--- src/rtl/time_of_day_counter.sv ---
// Wall-clock counter: prescales the system clock to one-second steps and keeps
// hours/minutes/seconds with time-set load and hour/midnight rollover strobes.
module time_of_day_counter #(
  parameter int unsigned PRESCALE   = 50000000,
  parameter int unsigned RESET_HOUR = 6
) (
  input  logic       clk,
  input  logic       rst_n,
  input  logic       runEn,
  input  logic       setEn,
  input  logic [4:0] setHours,
  input  logic [5:0] setMinutes,
  output logic [4:0] hoursOut,
  output logic [5:0] minutesOut,
  output logic [5:0] secondsOut,
  output logic       hourStrobe,
  output logic       midnightStrobe,
  output logic       setError
);

  localparam int unsigned PreW = $clog2(PRESCALE);
  localparam logic [PreW-1:0] PreMax = PreW'(PRESCALE - 1);

  // Run/hold mode follows runEn each cycle rather than being stored.
  typedef enum logic {
    HOLD = 1'b0,
    RUN  = 1'b1
  } modeT;

  modeT            mode;
  logic [PreW-1:0] pre;
  logic [PreW-1:0] preNext;
  logic [4:0]      hoursNext;
  logic [5:0]      minutesNext;
  logic [5:0]      secondsNext;
  logic            hourStrobeNext;
  logic            midnightStrobeNext;
  logic            setErrorNext;
  logic            secTick;
  logic            setValid;

  always_comb begin
    mode               = runEn ? RUN : HOLD;
    secTick            = (mode == RUN) && (pre == PreMax);
    setValid           = (setHours <= 5'd23) && (setMinutes <= 6'd59);
    preNext            = pre;
    hoursNext          = hoursOut;
    minutesNext        = minutesOut;
    secondsNext        = secondsOut;
    hourStrobeNext     = 1'b0;
    midnightStrobeNext = 1'b0;
    setErrorNext       = 1'b0;

    // A set request pre-empts any tick on the same cycle.
    if (setEn) begin
      if (setValid) begin
        hoursNext   = setHours;
        minutesNext = setMinutes;
        secondsNext = 6'd0;
        preNext     = '0;
      end else begin
        setErrorNext = 1'b1;
      end
    end else if (mode == RUN) begin
      if (secTick) begin
        preNext = '0;
        if (secondsOut == 6'd59) begin
          secondsNext = 6'd0;
          if (minutesOut == 6'd59) begin
            minutesNext    = 6'd0;
            hourStrobeNext = 1'b1;
            if (hoursOut == 5'd23) begin
              hoursNext          = 5'd0;
              midnightStrobeNext = 1'b1;
            end else begin
              hoursNext = hoursOut + 5'd1;
            end
          end else begin
            minutesNext = minutesOut + 6'd1;
          end
        end else begin
          secondsNext = secondsOut + 6'd1;
        end
      end else begin
        preNext = pre + PreW'(1);
      end
    end
  end

  always_ff @(posedge clk or negedge rst_n) begin
    if (!rst_n) begin
      pre            <= '0;
      hoursOut       <= 5'(RESET_HOUR);
      minutesOut     <= 6'd0;
      secondsOut     <= 6'd0;
      hourStrobe     <= 1'b0;
      midnightStrobe <= 1'b0;
      setError       <= 1'b0;
    end else begin
      pre            <= preNext;
      hoursOut       <= hoursNext;
      minutesOut     <= minutesNext;
      secondsOut     <= secondsNext;
      hourStrobe     <= hourStrobeNext;
      midnightStrobe <= midnightStrobeNext;
      setError       <= setErrorNext;
    end
  end

endmodule

--- config.mk ---
export PLATFORM = sky130hd
export DESIGN_NAME = time_of_day_counter
export DESIGN_NICKNAME = d
export VERILOG_FILES = /design/src/rtl/time_of_day_counter.sv
export SDC_FILE = /design/constraint.sdc
export NUM_CORES = 1
export LEC_CHECK = 0
export CAP_MARGIN = 20
export CORE_MARGIN = 1
export CORE_UTILIZATION = 51
export DETAILED_ROUTE_END_ITERATION = 10
export PLACE_DENSITY = 0.85
export SKIP_CTS_REPAIR_TIMING = 1
export SYNTH_ARGS = -nofsm -noshare
export SYNTH_HDL_FRONTEND = slang
export SYNTH_SLANG_ARGS = --single-unit
--- constraint.sdc ---
create_clock -name clk -period 7.6 [get_ports clk]
set_clock_uncertainty 0.2 [all_clocks]
set_input_delay 1.52 -clock clk [delete_from_list [all_inputs] [get_ports clk]]
set_output_delay 1.52 -clock clk [all_outputs]
set_load 0.02 [all_outputs]
==> results_dict.tcl <==
set metrics [dict create \
    drv_cap 0 \
    hold_path_class "flip-flop to flip-flop" \
    postSynthNetCount 307 \
    drive_gt1_frac 0.08308 \
    antenna_left 0 \
    hold_viol 0 \
    routed-via-count 2413 \
    port_buffers 34 \
    first_pass_iters 4 \
    grt-ovfl-total 0 \
    clkTransAtPathRegs_ps 90 \
    wire_per_inst_um 15.97 \
    clkLatencyLatePin_ps 290 \
    cp.required_ps 7620 \
    die_w_um 74.48 \
    viasPerCell 6.109 \
    cts_tree "built" \
    worst_slew_pin_slew_ps 1111 \
    synth_cells 288 \
    antenna_found_initial 0 \
    fp.dieArea_um2 5547 \
    r2r_slack_ps 4510 \
    row_count 26 \
    synth_ff_type "dfrtp_1" \
    r2r_end "secondsOut[0]" \
    p_leak_uw 0.001269 \
    rsz0062_at_grt "no" \
    worst_slack_ps 3218 \
    cp_top_family "buffers and inverters" \
    path_cells "clkdlybuf4s50_1 > inv_1 > a22oi_1 > buf_4 > nand2b_1 > or3b_2 > a21oi_1" \
    start_kind "primary input" \
    powerDensity_nw_per_um2 197.3 \
    clock_sinks 46 \
    fin_tns_setup_ps 0 \
    p_total_uw 642.5 \
    synth-seq-area-share 0.4306 \
    hpwl_mm 4.464 \
    worst-path-buf-inv 3 \
    slowest_stage "clkdlybuf4s50_1" \
    regToRegStartpoint "pre[16]" \
    grt_max_degree 47 \
    die_h_um 74.48 \
    yosys_warnings 0 \
    nets 343 \
    synth_seq_cells 46 \
    ys_types 52 \
    drt_iter0_drc 297 \
    diodes 0 \
    syn_area_per_cell_um2 9.301 \
    cts-root-buf "clkbuf_8" \
    synthArstFlopShare 1.000 \
    fin_crit_sh 0.5766 \
    wl_mm 6.307 \
    maxSlewHeadroom 0.2572 \
    io_pins 35 \
    min_period_ps 4382 \
    core-area_um2 5075 \
    grt_usage 0.2486 \
    syn_to_final_growth_pct 21.58 \
    synth_area_um2 2679 \
    synth_edf_count 0 \
    place.gp.congestion 0.9085 \
    start_util 0.5279 \
    grt_pass1_vias 2318 \
    worst_hold_startpoint "hoursOut[2]" \
    vdd_drop_max_mv 0.09759 \
    whs_ps 316.2 \
    route.detailed.drc 0 \
    final_cells 395 \
    worst-setup-path-type "primary input to flip-flop" \
    arrival_ps 4400 \
    whs_path_depth 2 \
    endpoint_kind "flip-flop" \
    max_clock_freq_mhz 228.2 \
    status "finished clean" \
    path_max_fanout 33 \
    max_stage_delay_ps 990 \
    cts_inserted_buffers 5 \
    maxSlewViolCount 0 \
    dpl_worst_slack_ps 2686 \
    placed_cells_incl_taps 385 \
    htree_levels 2 \
    finalSetupViolCount 0 \
    whs_endpoint "hoursOut[2]" \
    reg2regPathDepth 6 \
    grt_pass1_wl_mm 10.43 \
    cts_buffer_depth 2 \
]
-- power by group --
group	leakage [uW]	switching [uW]	internal, uW
Combinational	0.000590	66.8	66.4
Sequential	0.000607	23.6	265
Clock	0.0000714	80.8	140
-- worst reg2reg max path: stages, from the launching register on --
cell and delay (ps):
dfrtp_1 470, or3_1 400, nor4_2 240, or4b_1 590
a21oi_2 510, buf_8 230, mux2_2 340
-- stage by stage --
stage | instance area, um2 | utilization
final | 3257 | 0.6418
after detailed placement | 3079 | 0.6068
after floorplan | 2679 | -
after global routing | 3257 | 0.6418
after global placement | 3079 | 0.6068
after CTS | 3222 | 0.6349
-- sequential cells by signal, indices dropped and copies added, names as in the netlist --
signal	flops
secondsOut	6
hoursOut	5
minutesOut	6
setError	1
pre	26
midnightStrobe	1
hourStrobe	1
-- cells by family after synthesis --
| logic type | synth area share |
|---|---|
| xor gates and xnor gates | 0.07193 |
| DFF | 0.4306 |
| muxes | 0.02896 |
| buffers and inverters | 0.02382 |
| AOI/OAI and AO/OA | 0.1084 |
| adders and majority gates | 0.01868 |
| and+or+nand+nor | 0.3176 |
-- layout by cell type, fill, tap and decap left out, drive strengths merged, types with 4 or more instances in the layout --
master,netlist,layout
ha,4,4
nor4b,7,7
xnor2,18,18
xor2,4,4
nand2,21,21
nor4,11,11
nor2,35,35
a21oi,8,8
o21ai,7,7
mux2,5,5
nand4b,4,4
and3,6,6
nor3b,4,4
nor3,14,14
nand4,8,8
nand3,20,20
clkbuf,6,6
or3,4,4
clkdlybuf4s50,0,33
inv,7,7
buf,3,5
dfrtp,44,44
and2,4,4
-- Yosys cell counts, types with 4 or more instances --
cell type  count  area [um2]
nor2_1        35       131.4
dfrtp_1       44        1101
xor2_1         4       35.03
nor4_1        10       62.56
or3_1          4       25.02
nand3_1       20       100.1
nor3_1        14       70.07
inv_1          7       26.28
nand4_1        8       50.05
nand2_1       21       78.83
nor4b_1        7       61.31
a21oi_1        7       35.03
and3_1         6       37.54
and2_1         4       25.02
clkbuf_1       6       22.52
xnor2_1       18       157.7
nand4b_1       4       35.03
o21ai_0        7       35.03
ha_1           4       50.05
nor3b_1        4       30.03
-- final cells by class --
| class | instances | area, um2 |
|---|---|---|
| flip-flops and latches | 46 | 1154 |
| inverters | 7 | 26.28 |
| well taps | 70 | 87.58 |
| clock buffers | 6 | 82.58 |
| clock inverters | 2 | 60.06 |
| multi-input cells | 226 | 1461 |
| repair buffers | 38 | 385.4 |
| fillers | 431 | 1818 |
-- routing by layer --
layer / up-vias / share of wire / GRT usage
met2: 71 / 0.49 / 0.4064
met5: - / 0 / 0
met1: 1189 / 0.45 / 0.3203
li1: 1141 / - / -
met4: 0 / 0.019 / 0.1111
met3: 12 / 0.049 / 0.04878
-- how the worst max path moves through the flow --
stage	start	end	depth (start not counted)
floorplan	runEn	hoursOut[0]	6
global placement	setEn	secondsOut[0]	4
detailed placement	setEn	secondsOut[0]	4
CTS	setEn	secondsOut[0]	4
global route	setEn	pre[25]	7
finish	setEn	pre[25]	7
Note: power is estimated with default switching activity, not from simulation.
